--- src/rtl/ab_input_debounce.sv ---
// Two-channel synchroniser + debouncer that feeds the a/b control FSM.
// Each channel produces a clean level and a registered rise pulse; aborted qualifications are counted.
module ab_input_debounce #(
  parameter int SYNC_STAGES = 2,
  parameter int DB_CYCLES   = 4,
  parameter int CNT_W       = 3
) (
  input  logic       clk_amisha,
  input  logic       reset_amisha,
  input  logic       a_raw_amisha,
  input  logic       b_raw_amisha,
  input  logic       glitch_clr_amisha,
  output logic       a_amisha,
  output logic       b_amisha,
  output logic       a_rise_amisha,
  output logic       b_rise_amisha,
  output logic [7:0] glitch_cnt_amisha
);

  typedef enum logic [1:0] {
    ST_LOW,
    ST_RISE_CHK,
    ST_HIGH,
    ST_FALL_CHK
  } db_state_e;

  localparam logic [CNT_W-1:0] CNT_LAST = CNT_W'(DB_CYCLES - 1);
  localparam logic [CNT_W-1:0] CNT_ONE  = CNT_W'(1);
  localparam bit               DB_ONE   = (DB_CYCLES == 1);

  // Channel index 0 is A, index 1 is B.
  logic [1:0]             raw;
  logic [1:0]             s;
  logic [1:0]             level;
  logic [1:0]             abort;
  logic [1:0]             rise_q, rise_d;
  logic [SYNC_STAGES-1:0] sync_q  [2];
  logic [SYNC_STAGES-1:0] sync_d  [2];
  db_state_e              state_q [2];
  db_state_e              state_d [2];
  logic [CNT_W-1:0]       cnt_q   [2];
  logic [CNT_W-1:0]       cnt_d   [2];
  logic [7:0]             glitch_q, glitch_d;
  logic [8:0]             glitch_sum;

  assign raw = {b_raw_amisha, a_raw_amisha};

  always_comb begin
    for (int i = 0; i < 2; i++) begin
      sync_d[i] = {sync_q[i][SYNC_STAGES-2:0], raw[i]};
      s[i]      = sync_q[i][SYNC_STAGES-1];
    end
  end

  // State register: reset has priority over every other input.
  // NOTE: sequential state uses <= so every flop samples the pre-edge values of its neighbours.
  always_ff @(posedge clk_amisha) begin
    if (reset_amisha) begin
      // NOTE: the small per-channel arrays are plain flops, so resetting them costs nothing and keeps outputs defined.
      for (int i = 0; i < 2; i++) begin
        sync_q[i]  <= '0;
        state_q[i] <= ST_LOW;
        cnt_q[i]   <= '0;
      end
      rise_q   <= '0;
      glitch_q <= '0;
    end else begin
      for (int i = 0; i < 2; i++) begin
        sync_q[i]  <= sync_d[i];
        state_q[i] <= state_d[i];
        cnt_q[i]   <= cnt_d[i];
      end
      rise_q   <= rise_d;
      glitch_q <= glitch_d;
    end
  end

  // Next-state logic.
  always_comb begin
    // NOTE: defaults first so no path through the case leaves a variable unassigned (no latches).
    for (int i = 0; i < 2; i++) begin
      state_d[i] = state_q[i];
      cnt_d[i]   = cnt_q[i];
      abort[i]   = 1'b0;
      unique case (state_q[i])
        ST_LOW: begin
          if (s[i]) begin
            state_d[i] = DB_ONE ? ST_HIGH : ST_RISE_CHK;
            cnt_d[i]   = DB_ONE ? '0 : CNT_ONE;
          end
        end
        ST_RISE_CHK: begin
          if (!s[i]) begin
            state_d[i] = ST_LOW;
            cnt_d[i]   = '0;
            abort[i]   = 1'b1;
          end else if (cnt_q[i] == CNT_LAST) begin
            state_d[i] = ST_HIGH;
            cnt_d[i]   = '0;
          end else begin
            cnt_d[i] = cnt_q[i] + CNT_ONE;
          end
        end
        ST_HIGH: begin
          if (!s[i]) begin
            state_d[i] = DB_ONE ? ST_LOW : ST_FALL_CHK;
            cnt_d[i]   = DB_ONE ? '0 : CNT_ONE;
          end
        end
        ST_FALL_CHK: begin
          if (s[i]) begin
            state_d[i] = ST_HIGH;
            cnt_d[i]   = '0;
            abort[i]   = 1'b1;
          end else if (cnt_q[i] == CNT_LAST) begin
            state_d[i] = ST_LOW;
            cnt_d[i]   = '0;
          end else begin
            cnt_d[i] = cnt_q[i] + CNT_ONE;
          end
        end
        default: begin
          state_d[i] = ST_LOW;
          cnt_d[i]   = '0;
        end
      endcase
    end
  end

  // Outputs: level decodes the state register only; the pulse flags entry into HIGH from the low side.
  always_comb begin
    for (int i = 0; i < 2; i++) begin
      level[i]  = (state_q[i] == ST_HIGH) || (state_q[i] == ST_FALL_CHK);
      rise_d[i] = (state_d[i] == ST_HIGH) && !level[i];
    end
  end

  // Saturating glitch counter; clear beats a concurrent abort.
  always_comb begin
    glitch_sum = {1'b0, glitch_q} + 9'(abort[0]) + 9'(abort[1]);
    if (glitch_clr_amisha) begin
      glitch_d = '0;
    end else if (glitch_sum[8]) begin
      glitch_d = 8'hFF;
    end else begin
      glitch_d = glitch_sum[7:0];
    end
  end

  assign a_amisha          = level[0];
  assign b_amisha          = level[1];
  assign a_rise_amisha     = rise_q[0];
  assign b_rise_amisha     = rise_q[1];
  assign glitch_cnt_amisha = glitch_q;

endmodule

--- config.mk ---
export PLATFORM = sky130hd
export DESIGN_NAME = ab_input_debounce
export DESIGN_NICKNAME = d
export VERILOG_FILES = /design/src/rtl/ab_input_debounce.sv
export SDC_FILE = /design/constraint.sdc
export NUM_CORES = 1
export LEC_CHECK = 0
export ABC_CLOCK_PERIOD_IN_PS = 2400
export CAP_MARGIN = 15
export CORE_AREA = 3 3 50 52
export DETAILED_ROUTE_END_ITERATION = 16
export DIE_AREA = 0 0 53 55
export GPL_TIMING_DRIVEN = 1
export PLACE_DENSITY = 0.81
export SYNTH_ARGS = -nofsm -noshare
export SYNTH_HDL_FRONTEND = slang
export SYNTH_SLANG_ARGS = --single-unit
--- constraint.sdc ---
create_clock -name clk_amisha -period 2.4 [get_ports clk_amisha]
set_input_delay 0.36 -clock clk_amisha [delete_from_list [all_inputs] [get_ports clk_amisha]]
set_output_delay 0.36 -clock clk_amisha [all_outputs]
set_load 0.005 [all_outputs]
==> qor.yml <==
antenna_cells: 0
status: "complete, no violations"
min_period_ps: 1930
peakVddDrop_mv: 0.3753
async_reset_ff_share_pct: 0
place.port_buffers: 16
die_height_um: 55
syn_inst: 102
overflow: 0
hold_depth: 1
drc_errors: 0
yosysSeqAreaShare_pct: 45.82
drt_first_pass_iters: 4
path_max_fanout: 8
wirelength_um: 1805
setup_tns_ps: 0
reg2reg_from: "sync_q[0][3]$_SDFF_PP0_"
rsz0062_at_grt: "no"
drtAntennaViolNets: 0
synth.distinct_cells: 33
clk_pin_slew_ps: 120
num_vias: 757
avgViaCountPerCell: 5.221
cts_root_buffer: "clkbuf_4"
min_path_type: "reg -> reg"
cp.required_ps: 2600
hpwl_um: 1366
die_area_mm2: 0.002915
reg2reg_slack_ps: 470
grt_max_degree: 17
postCtsHoldBufs: 0
dr.first_iter.drc_count: 4
first_global_vias: 651
yosys_register_bits: 24
antenna_found_initial: 0
worstSetupPathType: "reg -> reg"
p_per_area_mw_per_mm2: 493.1
synth_nets: 110
worst_ep_arrival_time_ps: 2130
finalHoldViolations: 0
coreArea_mm2: 0.002148
grt_pass1_wl_um: 2932
clock_latency_ps: 310
yosysTopAreaCell: "dfxtp_1"
synthTopCellsByCount: "dfxtp_1 (24), nor2_1 (9), a21oi_1 (6)"
htree_levels: 1
clock-sinks: 24
clockBufferDepth: 2
synth_area_mm2: 0.001049
setup_violations: 0
post_cts_buffers: 0
ctsResizeCount: 0
synth.area.top_cells: "dfxtp_1 (46%), a211oi_2 (6.0%), nor2_1 (3.2%)"
finalCritPeriodShare_pct: 80.41
fin_nets: 127
drive_gt1_share_pct: 14.53
hold_start: "sync_q[0][0]$_SDFF_PP0_"
wl_per_cell_um: 12.45
yosysMostFrequentCell: "dfxtp_1"
rows: 17
p_leak_nw: 0.4583
area_growth_pct: 19.21
ys.flop_type: "dfxtp_1"
max_slew.worst_pin.slew_ps: 315.9
r2r_cells: 6
netlist.area_leader.share_pct: 45.82
fmax_mhz: 518.2
crit_start: "sync_q[0][3]$_SDFF_PP0_"
syn_avg_cell_area_um2: 10.28
cts_tree: "done"
die_w_um: 53
startpoint_type: "flop"
critPathCaptureType: "flop"
clock_skew_ps: 6.865
max_slew_margin_pct: 78.94
grtUsageTotal_pct: 14.06
synth_enable_flop_cells: 0
max-cap-violations: 0
pin_count: 17
gp_congestion: 0.8402
ys.warnings.count: 0
numCtsBuffers: 3
hold_slack_ps: 453.5
start_util_pct: 48.81
slew_viol_final: 0
-- metal layers --
metal / global-route usage [%] / vias to the layer above / share of wire [%]
met5: 0 / - / 0
met4: 6.383 / 0 / 1.8
met3: 2.413 / 5 / 2.3
met2: 24.79 / 10 / 50
met1: 16.75 / 355 / 46
li1: - / 387 / -
-- worst paths after layout --
path / endpoint
hold reg to reg: sync_q[0][1]$_SDFF_PP0_
setup reg to reg: glitch_cnt_amisha[7]$_SDFF_PP0_
setup / recovery: glitch_cnt_amisha[7]$_SDFF_PP0_
hold / removal: sync_q[0][1]$_SDFF_PP0_
-- worst max-delay path: stages, from the launching register on --
cell	delay, ps
dfxtp_1	450
xnor2_1	110
and2_1	180
fa_1	460
and4_1	330
a41oi_1	240
nor2_1	50
-- stage by stage --
stage	cells	power [W]	setup slack (ps)	util (%)	cell area, um^2
floorplan	102	0.0004443	581.0	-	1049
global placement	142	0.0004559	525.6	57.13	1227
detailed placement	142	0.0004572	482.8	57.13	1227
global route	145	0.0006422	294.1	58.18	1250
CTS	145	0.0006215	469.6	58.18	1250
finish	145	0.0006163	470.2	58.18	1250
-- registers in the layout (all words and copies together) (netlist names) --
name and cells:
glitch_cnt_amisha 8, cnt_q 6, state_q 4, sync_q 4, rise_q 2
-- placed cells by master (no fill, tap or decap), types with 3 or more instances in the layout --
| master | count |
|---|---|
| nand3_1 | 4 |
| dfxtp_1 | 24 |
| nand2_1 | 4 |
| nor2_1 | 9 |
| a31oi_1 | 3 |
| a211oi_2 | 5 |
| nor2b_1 | 5 |
| clkbuf_4 | 3 |
| a21oi_1 | 6 |
| nand3b_1 | 4 |
| clkdlybuf4s50_1 | 16 |
-- logic make-up after synthesis --
group | share of synthesized area, %
buffers and inverters | 2.983
xor gates and xnor gates | 4.773
adders and majority gates | 4.296
DFF | 45.82
muxes | 4.773
and+or+nand+nor | 22.20
AOI/OAI and AO/OA | 15.15
-- report_power, final --
| group | total (W) | switching (W) | internal, W |
|---|---|---|---|
| Sequential | 0.000411 | 0.00000617 | 0.000405 |
| Combinational | 0.0000371 | 0.0000164 | 0.0000207 |
| Clock | 0.000168 | 0.000110 | 0.0000586 |
-- area by class of cell --
cell class                      instances  area [um^2]
Fill cell                             171        898.4
Clock buffer                            3        22.52
Multi-Input combinational cell         71        536.8
Sequential cell                        24        480.5
Tap cell                               28        35.03
Timing Repair Buffer                   17        167.7
Inverter                                2        7.507
(Power assumes the default switching activity.)
